==> config.mk <==
export PLATFORM = sky130hd
export DESIGN_NAME = jump_sequencer_flat
export DESIGN_NICKNAME = d
export VERILOG_FILES = /design/src/rtl/jump_sequencer_if.sv /design/src/rtl/jump_sequencer.sv /design/src/flat_wrapper.sv
export SDC_FILE = /design/constraint.sdc
export NUM_CORES = 1
export LEC_CHECK = 0
export BUFFER_PORTS_ARGS = -buffer_cell sky130_fd_sc_hd__buf_2
export CAP_MARGIN = 40
export CORE_MARGIN = 3
export CORE_UTILIZATION = 30
export DETAILED_ROUTE_END_ITERATION = 10
export PLACE_DENSITY = 0.6
export REMOVE_ABC_BUFFERS = 1
export SLEW_MARGIN = 10
export SYNTH_ARGS = -nofsm -noshare
export SYNTH_HDL_FRONTEND = slang
export SYNTH_SLANG_ARGS = --single-unit
==> constraint.sdc <==
create_clock -name clk -period 1.95 [get_ports clk]
set_input_delay 0.0975 -clock clk [delete_from_list [all_inputs] [get_ports clk]]
set_output_delay 0.0975 -clock clk [all_outputs]
set_load 0.005 [all_outputs]
==> src/rtl/jump_sequencer_if.sv <==
// Fetch and decode handshake bundle between the PC sequencer,
// instruction memory port and decoder.
interface jump_sequencer_if #(
  parameter int ADDR_WIDTH = 8
);
  logic                  fetch_req;
  logic [ADDR_WIDTH-1:0] fetch_addr;
  logic                  fetch_ack;
  logic                  instr_ready;
  logic                  instr_valid;
  logic                  jump_en;
  logic [3:0]            cond;
  logic [ADDR_WIDTH-1:0] target;
  logic                  call_en;
  logic                  ret_en;

  modport master (
    output fetch_req,
    output fetch_addr,
    output instr_ready,
    input  fetch_ack,
    input  instr_valid,
    input  jump_en,
    input  cond,
    input  target,
    input  call_en,
    input  ret_en
  );

  modport slave (
    input  fetch_req,
    input  fetch_addr,
    input  instr_ready,
    output fetch_ack,
    output instr_valid,
    output jump_en,
    output cond,
    output target,
    output call_en,
    output ret_en
  );
endinterface

==> src/rtl/jump_sequencer.sv <==
// PC sequencer: flags, jump conditions, fetch/exec FSM.
// Define CALL_STACK_EN to build the call/return stack.
module jump_sequencer #(
  parameter int                    ADDR_WIDTH   = 8,
  parameter logic [ADDR_WIDTH-1:0] RESET_VECTOR = '0,
  parameter int                    STACK_DEPTH  = 4
) (
  input  logic                  clk,
  input  logic                  reset_n,
  input  logic                  flags_we,
  input  logic                  zero_in,
  input  logic                  carry_in,
  input  logic                  sign_in,
  input  logic                  overflow_in,
  jump_sequencer_if.master      bus,
  output logic [ADDR_WIDTH-1:0] pc,
  output logic                  flush,
  output logic                  jump_taken,
  output logic                  stack_err
);

  localparam logic [1:0] S_IDLE  = 2'd0;
  localparam logic [1:0] S_FETCH = 2'd1;
  localparam logic [1:0] S_EXEC  = 2'd2;
  localparam logic [1:0] S_FLUSH = 2'd3;

  logic [1:0]            state_q, state_d;
  logic [ADDR_WIDTH-1:0] pc_q, pc_d, pc_inc;
  logic [3:0]            flags_q;
  logic                  taken_q, taken_d;
  logic                  cond_ok;
  logic                  z, c, s, o;

  assign {z, c, s, o} = flags_q;
  assign pc_inc = pc_q + ADDR_WIDTH'(1);

`ifdef CALL_STACK_EN
  localparam int SP_W  = $clog2(STACK_DEPTH + 1);
  localparam int IDX_W = (STACK_DEPTH > 1) ?
                         $clog2(STACK_DEPTH) : 1;

  logic [ADDR_WIDTH-1:0] stack_q [STACK_DEPTH];
  logic [SP_W-1:0]       sp_q, sp_d;
  logic [IDX_W-1:0]      push_idx, pop_idx;
  logic                  err_q, err_d;
  logic                  push, full, empty;

  assign full     = (sp_q == SP_W'(STACK_DEPTH));
  assign empty    = (sp_q == '0);
  assign push_idx = IDX_W'(sp_q);
  assign pop_idx  = IDX_W'(sp_q - SP_W'(1));
  assign stack_err = err_q;
`else
  logic [STACK_DEPTH-1:0] unused_stack;
  logic                   unused_req;

  assign unused_stack = '0;
  assign unused_req   = bus.call_en ^ bus.ret_en;
  assign stack_err    = 1'b0;
`endif

  always_comb begin
    cond_ok = 1'b0;
    unique case (bus.cond)
      4'd0:    cond_ok = 1'b1;
      4'd1:    cond_ok = z;
      4'd2:    cond_ok = c;
      4'd3:    cond_ok = c | z;
      4'd4:    cond_ok = ~c & ~z;
      4'd5:    cond_ok = ~c;
      4'd6:    cond_ok = ~z & (s == o);
      4'd7:    cond_ok = (s == o);
      4'd8:    cond_ok = (s != o);
      4'd9:    cond_ok = z | (s != o);
      default: cond_ok = 1'b0;
    endcase
  end

  always_comb begin
    state_d = state_q;
    pc_d    = pc_q;
    taken_d = 1'b0;
`ifdef CALL_STACK_EN
    sp_d  = sp_q;
    err_d = err_q;
    push  = 1'b0;
`endif
    unique case (state_q)
      S_IDLE:  state_d = S_FETCH;
      S_FETCH: if (bus.fetch_ack) state_d = S_EXEC;
      S_EXEC: begin
        if (bus.instr_valid) begin
          state_d = S_FETCH;
          pc_d    = pc_inc;
`ifdef CALL_STACK_EN
          // Return outranks call, call outranks jump.
          if (bus.ret_en) begin
            if (empty) begin
              err_d = 1'b1;
            end else begin
              pc_d    = stack_q[pop_idx];
              sp_d    = sp_q - SP_W'(1);
              taken_d = 1'b1;
            end
          end else if (bus.call_en) begin
            pc_d    = bus.target;
            taken_d = 1'b1;
            if (full) begin
              err_d = 1'b1;
            end else begin
              push = 1'b1;
              sp_d = sp_q + SP_W'(1);
            end
          end else
`endif
          if (bus.jump_en && cond_ok) begin
            pc_d    = bus.target;
            taken_d = 1'b1;
          end
          if (taken_d) state_d = S_FLUSH;
        end
      end
      S_FLUSH: state_d = S_FETCH;
      default: state_d = S_IDLE;
    endcase
  end

  always_ff @(posedge clk or negedge reset_n) begin
    if (!reset_n) begin
      state_q <= S_IDLE;
      pc_q    <= RESET_VECTOR;
      flags_q <= '0;
      taken_q <= 1'b0;
    end else begin
      state_q <= state_d;
      pc_q    <= pc_d;
      taken_q <= taken_d;
      if (flags_we) begin
        flags_q <= {zero_in, carry_in,
                    sign_in, overflow_in};
      end
    end
  end

`ifdef CALL_STACK_EN
  always_ff @(posedge clk or negedge reset_n) begin
    if (!reset_n) begin
      sp_q  <= '0;
      err_q <= 1'b0;
    end else begin
      sp_q  <= sp_d;
      err_q <= err_d;
    end
  end

  // Entries above sp are never read, so storage needs no reset.
  always_ff @(posedge clk) begin
    if (push) stack_q[push_idx] <= pc_inc;
  end
`endif

  assign bus.fetch_req   = (state_q == S_FETCH);
  assign bus.fetch_addr  = pc_q;
  assign bus.instr_ready = (state_q == S_EXEC);
  assign pc              = pc_q;
  assign flush           = (state_q == S_FLUSH);
  assign jump_taken      = taken_q;

endmodule
==> src/flat_wrapper.sv <==
// flat-port wrapper written by rule: the top's interface ports become plain ports
module jump_sequencer_flat 
#(
  parameter int                    ADDR_WIDTH   = 8,
  parameter logic [ADDR_WIDTH-1:0] RESET_VECTOR = '0,
  parameter int                    STACK_DEPTH  = 4
)
  (clk, reset_n, flags_we, zero_in, carry_in, sign_in, overflow_in, pc, flush, jump_taken, stack_err, bus_fetch_req, bus_fetch_addr, bus_instr_ready, bus_fetch_ack, bus_instr_valid, bus_jump_en, bus_cond, bus_target, bus_call_en, bus_ret_en);
  jump_sequencer_if #(.ADDR_WIDTH(ADDR_WIDTH)) bus_i ();
  input  logic clk;
  input  logic reset_n;
  input  logic flags_we;
  input  logic zero_in;
  input  logic carry_in;
  input  logic sign_in;
  input  logic overflow_in;
  output logic [ADDR_WIDTH-1:0] pc;
  output logic flush;
  output logic jump_taken;
  output logic stack_err;
  output wire logic [$bits(bus_i.fetch_req)-1:0] bus_fetch_req;
  output wire logic [$bits(bus_i.fetch_addr)-1:0] bus_fetch_addr;
  output wire logic [$bits(bus_i.instr_ready)-1:0] bus_instr_ready;
  input wire logic [$bits(bus_i.fetch_ack)-1:0] bus_fetch_ack;
  input wire logic [$bits(bus_i.instr_valid)-1:0] bus_instr_valid;
  input wire logic [$bits(bus_i.jump_en)-1:0] bus_jump_en;
  input wire logic [$bits(bus_i.cond)-1:0] bus_cond;
  input wire logic [$bits(bus_i.target)-1:0] bus_target;
  input wire logic [$bits(bus_i.call_en)-1:0] bus_call_en;
  input wire logic [$bits(bus_i.ret_en)-1:0] bus_ret_en;
  assign bus_fetch_req = bus_i.fetch_req;
  assign bus_fetch_addr = bus_i.fetch_addr;
  assign bus_instr_ready = bus_i.instr_ready;
  assign bus_i.fetch_ack = bus_fetch_ack;
  assign bus_i.instr_valid = bus_instr_valid;
  assign bus_i.jump_en = bus_jump_en;
  assign bus_i.cond = bus_cond;
  assign bus_i.target = bus_target;
  assign bus_i.call_en = bus_call_en;
  assign bus_i.ret_en = bus_ret_en;
  jump_sequencer #(.ADDR_WIDTH(ADDR_WIDTH), .RESET_VECTOR(RESET_VECTOR), .STACK_DEPTH(STACK_DEPTH)) u_core (.clk(clk), .reset_n(reset_n), .flags_we(flags_we), .zero_in(zero_in), .carry_in(carry_in), .sign_in(sign_in), .overflow_in(overflow_in), .bus(bus_i), .pc(pc), .flush(flush), .jump_taken(jump_taken), .stack_err(stack_err));
endmodule
# Word-level counts from Yosys, hierarchy flattened
# Index checks and enable logic that the tools add are counted.
# Widths: inputs -> output; s select.
[classes] n_addsub=1 multipliers=0 div_mod_pow=0 n_lt_le_gt_ge=0 eq_ne=16 shifts=0 muxes=11 bitwise=6 n_reduce_logical=6
[ops] operator="$eq 4x3->1 const B" n=4
[ops] operator="$pmux 1 s10" n=1
[ops] operator="$add 8x1->8 const B" n=1
[ops] operator="$eq 4x2->1 const B" n=2
[ops] operator="$eq 4x4->1 const B" n=2
[ops] operator="$mux 8" n=1
[ops] operator="$mux 2" n=3
[ops] operator="$pmux 2 s3" n=1
[ops] operator="$mux 1" n=5
[ops] operator="$eq 2x2->1 const B" n=2
[ops] operator="$eq 4x1->1 const B" n=1
[ops] operator="$logic_not 4->1" n=1
[ops] operator="$ne 2x1->1 const B" n=2
[ops] operator="$reduce_and 2->1" n=2
[ops] operator="$and 1x1->1" n=2
[ops] operator="$eq 2x1->1 const B" n=1
[ops] operator="$logic_not 2->1" n=1
[ops] operator="$not 1->1" n=2
[ops] operator="$or 1x1->1" n=2
[ops] operator="$reduce_or 2->1" n=1
[ops] operator="$eq 1x1->1" n=1
[ops] operator="$logic_and 1x1->1" n=1
[ops] operator="$ne 1x1->1" n=1
[word_totals] reg_bits=15 latchBits=0 ram_bits=0 rom_bits=0 n_memories=0

# Depth between registers and ports, before layout
# Gate-level depths: netlist (run 1).
[depth] ltp_word=10 ltp_mapped=6 mapped_depth_nobuf=5

# Least setup slack after synthesis (run 1)
# No wires, ideal clock.
[synth_path] kind="reg2reg" start="register u_core.flags_q[0]" end="register u_core.pc_q[0] (netlist: u_core.bus.fetch_addr[0])" arrival_time_ns=1.503 t_required_ns=1.824 setup_slack_ns=0.321 path_stages_with_launch=7 period_less_slack_ns=1.629 path_cell_list="dfrtp_1 xnor2_1 a2bb2oi_1 or2_1 buf_4 nand2_1 a311o_1"
[synth_between] elab_chain_cells=5 word_cells_on_any_way=7 cone_classes="eq/ne: 2; mux: 2; bitwise: 2; reduce/logical: 1"
[synth_rtl] element="start: declaration" line="jump_sequencer.sv:29" rtl="logic [3:0] flags_q;"
[synth_rtl] element="start signal: assignment" line="jump_sequencer.sv:139" rtl="flags_q <= {zero_in, carry_in,"
[synth_rtl] element="$ne 1x1->1 / $eq 1x1->1 (equally long branches)"
[synth_rtl] element="$or 1x1->1 / $and 1x1->1 (equally long branches)" line="jump_sequencer.sv:74, jump_sequencer.sv:71"
[synth_rtl] element="$pmux 1 s10 *" line="jump_sequencer.sv:64" rtl="unique case (bus.cond)"
[synth_rtl] element="$logic_and 1x1->1 *" line="jump_sequencer.sv:116" rtl="if (bus.jump_en && cond_ok) begin"
[synth_rtl] element="$mux 8 *" line="jump_sequencer.sv:116"
[synth_rtl] element="end signal: assignment" line="jump_sequencer.sv:136" rtl="pc_q <= pc_d;"
[synth_rtl] element="end: declaration" line="jump_sequencer.sv:28" rtl="logic [ADDR_WIDTH-1:0] pc_q, pc_d, pc_inc;"
# Mark *: on every way between the ends. The rest lies on a longest branch, timed or not.
# A chain may end at the register's enable or synchronous reset.

# Worst setup path after layout (run 1)
[layout_path] start="register u_core.flags_q[0]" end="register u_core.pc_q[3] (netlist: u_core.bus.fetch_addr[3])"
# Same word-level chain as after synthesis.

==> impl_metrics.csv, run 1 <==
group,metric,value,unit
timing,fin_ws,203,ps
route,vias,882,
clock_network,clock_tree.root_cell,"sky130_fd_sc_hd__clkbuf_4",
finish,filler_cells_inserted,326,
finish,layoutNonFillerInstCount,185,
hold_path,worstHoldPathCells,2,
hold_path,min_to,"u_core.flags_q[1]",
placed_design,placement.io_buffers,41,
placed_design,dp_hpwl,1.82,mm
outcome,run_status,"completed",
hold_path,min-delay-start,"sign_in",
timing,number_of_hold_violations_in_the_final_report,0,
setup_path,reg2regPathDepth,6,
grt,antenna_found_initial,0,
grt,via_count_of_the_first_global_routing_pass,855,
grt,grt_pass1_wl,3.89,mm
setup_path,critPathLaunchType,"register",
timing,maximum_clock_frequency,572,MHz
power_and_ir_drop,total_power,1.19,mW
finish,fin_nets,167,
floorplanning,coreArea,3130,sq um
clock_network,cts_buffer_depth,2,
power_and_ir_drop,max-vdd-ir-drop,0.000363,V
timing,sum_of_negative_setup_slack,0,ps
clock_network,clkSinkCount,15,
finish,final_core_util,0.394,
route,initialDrtViolationCount,19,
timing,rsz_0062_raised_after_global_routing,"no",
floorplanning,die-area,4060,sq um
setup_path,critPathLaunch,"u_core.flags_q[0]",
placed_design,place_ws,151,ps
setup_path,crit-reg2reg-capture,"u_core.bus.fetch_addr[3]",
logic_synthesis,synthesis.area,1000,sq um
power_and_ir_drop,power_per_cell_area,965,nW/um^2
route,wl_per_cell,12.8,microns
logic_synthesis,area_fraction_of_the_dominant_cell_type_after_synthesis,0.375,
timing,clock_skew,6.49,ps
finish,post_route_cells_drive_above_1_share,0.383,
logic_synthesis,netlist.top_cell.by_area,"sky130_fd_sc_hd__dfrtp_1",
logic_synthesis,postSynthAreaPerCell,9.52,sq um
route,routed_via_density,4.77,
power_and_ir_drop,static-leakage-power,0.587,nW
route,drcViolationCount,0,
setup_path,kind_of_capture_point_of_the_worst_setup_path,"register",
timing,holdWs,38.7,ps
floorplanning,placement_rows,20,
logic_synthesis,synth_seq_area_share,0.375,
clock_network,h-tree-depth,1,
floorplanning,die_width,63.7,microns
clock_network,tritoncts,"built",
floorplanning,floorplan.initialDensity,0.320,
setup_path,ws_path_type,"reg2reg",
run,max_cap_violations,0,
logic_synthesis,synth-seq-cells,15,
logic_synthesis,count_of_synthesis_stage_warnings_from_yosys,0,
logic_synthesis,yosysUniqueCellTypes,40,
logic_synthesis,most_area_consuming_cells_after_synthesis,"sky130_fd_sc_hd__dfrtp_1 (38%), sky130_fd_sc_hd__buf_4 (7.5%), sky130_fd_sc_hd__mux2i_1 (6.0%), sky130_fd_sc_hd__mux2_2 (4.5%), sky130_fd_sc_hd__nand4_1 (3.1%)",
grt,grt_max_degree,16,
clock_network,cts-buffers-inserted,3,
floorplanning,chipHeight,63.7,microns
timing,setup_viol,0,
setup_path,critical_path.max_fanout,6,
placed_design,post-place-cells,179,
timing,drv_slew,0,
setup_path,timing.rr.start,"u_core.flags_q[0]",
timing,min_period,1750,ps
grt,overflow,0,
floorplanning,io-pin-count,45,
finish,layout.cells.most_common_list,"sky130_fd_sc_hd__buf_2 (41), sky130_fd_sc_hd__dfrtp_1 (15), sky130_fd_sc_hd__nand2_1 (8)",
setup_path,cp_data_required_time,2130,ps
timing,finalCritPeriodShare,0.896,
logic_synthesis,postSynth.asyncResetShare,1.00,
setup_path,timing.reg2reg.setup_slack,200,ps
finish,mostFrequentLayoutCell,"sky130_fd_sc_hd__buf_2",
hold_path,min-delay-path-class,"in2reg",
logic_synthesis,synth_cells,105,
logic_synthesis,number_of_synthesized_flops_with_an_enable_pin,0,
clock_network,insertion_delay,290,ps
logic_synthesis,synth_flop_cell,"sky130_fd_sc_hd__dfrtp_1",
placed_design,placement.cell_area,1180,sq um
grt,gr-usage-all-layers,0.121,
finish,final_area,1230,sq um
finish,area.growth.synth_to_final,23.4,%
route,antenna_left,0,
clock_network,worst_setup_hold_path_clk_slew,100,ps
route,drt_pass1_iterations,4,
placed_design,routability_congestion,0.810,
route,finalWirelength,2.36,mm
finish,diodes,0,
setup_path,critical_path_arrival,1930,ps
-- cells by family after synthesis --
kind of cell | share of synthesized area
buffers and inverters | 0.106
XOR/XNOR | 0.0351
AND/OR/NAND/NOR | 0.218
multiplexers | 0.105
other | 0.00375
adder cells (fa/ha/maj) | 0.0125
flip-flops | 0.375
AO/OA/AOI/OAI | 0.144
-- final cells by class --
cell class | instances | area, sq um | area share
multi-input combinational | 74 | 524 | 0.425
sequential | 15 | 375 | 0.304
clock inverter | 1 | 5.00 | 0.00406
clock buffer | 3 | 22.5 | 0.0183
timing repair buffer | 45 | 240 | 0.195
tap | 44 | 55.1 | 0.0446
inverter | 3 | 11.3 | 0.00913
-- sequential cells by signal (all words and copies together) (netlist names) --
| name | count |
|---|---|
| u_core.bus.fetch_addr | 8 |
| u_core.flags_q | 4 |
| u_core.jump_taken | 1 |
| u_core.state_q | 2 |
-- repair_timing --
item / 4_1_cts / 5_1_grt
endpoints found under the setup margin: 0 / 3
buffers inserted: 0 / 0
hold buffers: 2 / 0
resized for setup: 0 / 1
endpoints found under the hold margin: 16 / 0
-- critical path, cell delays in order, from the launching register on --
cell and delay (ps):
sky130_fd_sc_hd__dfrtp_1 400, sky130_fd_sc_hd__xnor2_1 300, sky130_fd_sc_hd__a2bb2oi_2 210, sky130_fd_sc_hd__or2_1 250, sky130_fd_sc_hd__nand2_1 100, sky130_fd_sc_hd__buf_4 170, sky130_fd_sc_hd__a31o_1 210
-- report_power, final --
group	switching (mW)	internal [mW]	leakage (nW)	total, mW
Sequential	0.108	0.397	0.178	0.505
Clock	0.103	0.0762	0.0177	0.180
Combinational	0.231	0.276	0.391	0.507
-- how the worst max path moves through the flow --
stage | slack, ps | endpoint | cells after the start
2_1_floorplan | 320 | u_core.bus.fetch_addr[3] | 5
3_3_place_gp | 250 | u_core.bus.fetch_addr[3] | 6
3_5_place_dp | 150 | u_core.bus.fetch_addr[3] | 6
4_1_cts | 130 | u_core.bus.fetch_addr[3] | 6
5_1_grt | 50 | u_core.bus.fetch_addr[3] | 6
6_report | 200 | u_core.bus.fetch_addr[3] | 6
-- synth_stat cells, types with 2 or more instances --
| cell type | n |
|---|---|
| sky130_fd_sc_hd__mux2i_1 | 6 |
| sky130_fd_sc_hd__or2_1 | 2 |
| sky130_fd_sc_hd__nand2_1 | 8 |
| sky130_fd_sc_hd__nand4_1 | 5 |
| sky130_fd_sc_hd__inv_1 | 3 |
| sky130_fd_sc_hd__and2_1 | 2 |
| sky130_fd_sc_hd__mux2_2 | 4 |
| sky130_fd_sc_hd__a311o_1 | 2 |
| sky130_fd_sc_hd__nand3_1 | 5 |
| sky130_fd_sc_hd__xor2_1 | 3 |
| sky130_fd_sc_hd__nor2_1 | 4 |
| sky130_fd_sc_hd__nor2b_1 | 4 |
| sky130_fd_sc_hd__dfrtp_1 | 15 |
| sky130_fd_sc_hd__o21ai_0 | 5 |
| sky130_fd_sc_hd__and3_1 | 3 |
| sky130_fd_sc_hd__buf_4 | 10 |
-- per-layer routing --
metal | vias to the layer above | wire length, microns | global-route usage
met4 | 0 | 28 | 0.0323
met5 | - | 0 | 0
li1 | 441 | - | -
met2 | 33 | 1170 | 0.203
met1 | 406 | 1040 | 0.152
met3 | 2 | 124 | 0.0339
(Power assumes the default switching activity.)
==> run 2, diff against run 1 <==
MAX_ROUTING_LAYER = met4   (was unset)
==> run 2 against run 1 <==
Non-clock buffer count stayed put. Highest routed layer unchanged. Combinational power about the same. Sequential share of layout area did not move. Register-to-register slack about the same. Routed wire length fell by 0.13%. First-iteration DRC count is 5.3% higher. Sequential power about the same. Worst hold slack about the same. Total power about the same. Cell area unchanged. Critical endpoint unchanged. Utilization is the same.
==> impl_metrics.csv, run 2 (synthesis gave the netlist of run 1 again) <==
group,metric,value,unit
setup_path,critical_path_arrival,1930,ps
finish,diodes,0,
finish,fin_nets,167,
clock_network,worst_setup_hold_path_clk_slew,100,ps
clock_network,insertion_delay,290,ps
placed_design,routability_congestion,0.822,
finish,filler_cells_inserted,326,
clock_network,clkSinkCount,15,
clock_network,post_cts_setup_inserts,0,
grt,gr-usage-all-layers,0.125,
timing,min_period,1750,ps
floorplanning,floorplan.initialDensity,0.320,
route,finalWirelength,2.36,mm
floorplanning,chipHeight,63.7,microns
clock_network,cts_buffer_depth,2,
finish,post_route_cells_drive_above_1_share,0.383,
run,max_cap_violations,0,
timing,finalCritPeriodShare,0.897,
clock_network,cts-buffers-inserted,3,
timing,rsz_0062_raised_after_global_routing,"no",
timing,clock_skew,6.40,ps
setup_path,cp_data_required_time,2130,ps
setup_path,critical_path.max_fanout,6,
route,initialDrtViolationCount,20,
route,antenna_left,0,
floorplanning,placement_rows,20,
placed_design,placement.io_buffers,41,
clock_network,h-tree-depth,1,
grt,grt_max_degree,16,
placed_design,placement.cell_area,1180,sq um
power_and_ir_drop,power_per_cell_area,966,nW/um^2
route,vias,887,
setup_path,kind_of_capture_point_of_the_worst_setup_path,"register",
hold_path,min-delay-path-class,"in2reg",
floorplanning,die-area,4060,sq um
route,wl_per_cell,12.8,microns
timing,maximum_clock_frequency,572,MHz
grt,top_usage_layer,"met2",
grt,antenna_found_initial,0,
route,drcViolationCount,0,
grt,grt_met2_use,0.203,
outcome,run_status,"completed",
finish,largest_reg_flops,8,
timing,drv_slew,0,
grt,met1_usage,0.152,
power_and_ir_drop,max-vdd-ir-drop,0.000363,V
grt,overflow,0,
finish,layoutNonFillerInstCount,185,
floorplanning,coreArea,3130,sq um
floorplanning,io-pin-count,45,
floorplanning,die_width,63.7,microns
placed_design,dp_hpwl,1.82,mm
timing,number_of_hold_violations_in_the_final_report,0,
route,drt_pass1_iterations,4,
finish,layout.cells.most_common_list,"sky130_fd_sc_hd__buf_2 (41), sky130_fd_sc_hd__dfrtp_1 (15), sky130_fd_sc_hd__nand2_1 (8)",
finish,area.growth.synth_to_final,23.4,%
placed_design,post-place-cells,179,
setup_path,ws_path_type,"reg2reg",
clock_network,tritoncts,"built",
finish,mostFrequentLayoutCell,"sky130_fd_sc_hd__buf_2",
grt,use_met3,0.0339,
clock_network,clock_tree.root_cell,"sky130_fd_sc_hd__clkbuf_4",
route,routed_via_density,4.79,
power_and_ir_drop,static-leakage-power,0.587,nW
grt,grt_pass1_wl,3.88,mm
setup_path,critPathLaunchType,"register",
timing,sum_of_negative_setup_slack,0,ps
timing,setup_viol,0,
finish,final_area,1230,sq um
grt,via_count_of_the_first_global_routing_pass,854,
timing,holdWs,38.7,ps
-- run 2: cell counts in the layout (fill, tap and decap cells not counted) --
Identical to the previous run, type by type.
-- run 2: routing by layer --
metal / share of wire / wire length (microns) / up-vias
met2: 0.49 / 1160 / 33
met1: 0.45 / 1050 / 410
met4: 0.012 / 28 / 0
met3: 0.052 / 123 / 2
li1: - / - / 442
met5: 0 / 0 / -
-- run 2: what timing repair did --
item | in CTS | in global routing
hold buffers | 2 | 0
hold endpoints to repair | 16 | 0
gates resized for setup | 0 | 1
endpoints found under the setup margin | 0 | 3
-- run 2: cell type report --
type | instances | area, sq um | area share
multi-input combinational | 74 | 524 | 0.425
sequential | 15 | 375 | 0.304
timing repair buffer | 45 | 240 | 0.195
tap | 44 | 55.1 | 0.0446
clock buffer | 3 | 22.5 | 0.0183
inverter | 3 | 11.3 | 0.00913
clock inverter | 1 | 5.00 | 0.00406
-- run 2: stage by stage --
stage	util	total power [mW]	setup WS, ps
6_report	0.394	1.19	201
5_1_grt	0.394	1.29	47.5
4_1_cts	0.392	1.20	126
3_5_place_dp	0.377	1.02	151
3_3_place_gp	0.377	0.997	250
2_1_floorplan	-	0.774	319
-- run 2: worst paths after layout --
check,startpoint,endpoint,slack (ps),cells past startpoint
min,sign_in,u_core.flags_q[1],40,2
max,u_core.flags_q[0],u_core.bus.fetch_addr[3],200,6
min reg2reg,u_core.flags_q[1],u_core.flags_q[1],540,1
min in group asynchronous,reset_n,u_core.jump_taken,240,2
max reg2reg,u_core.flags_q[0],u_core.bus.fetch_addr[3],200,6
max in group asynchronous,reset_n,u_core.bus.fetch_addr[0],1460,2
-- run 2: worst max-delay path, stage by stage (launching register included) --
cell and delay [ps]:
sky130_fd_sc_hd__dfrtp_1 400, sky130_fd_sc_hd__xnor2_1 300, sky130_fd_sc_hd__a2bb2oi_2 210, sky130_fd_sc_hd__or2_1 250, sky130_fd_sc_hd__nand2_1 100, sky130_fd_sc_hd__buf_4 170
sky130_fd_sc_hd__a31o_1 210
-- run 2: report_power, final --
part | total [mW] | internal, mW | switching [mW]
Sequential | 0.505 | 0.397 | 0.108
Clock | 0.180 | 0.0762 | 0.103
Combinational | 0.507 | 0.276 | 0.231
Total | 1.19 | 0.749 | 0.442
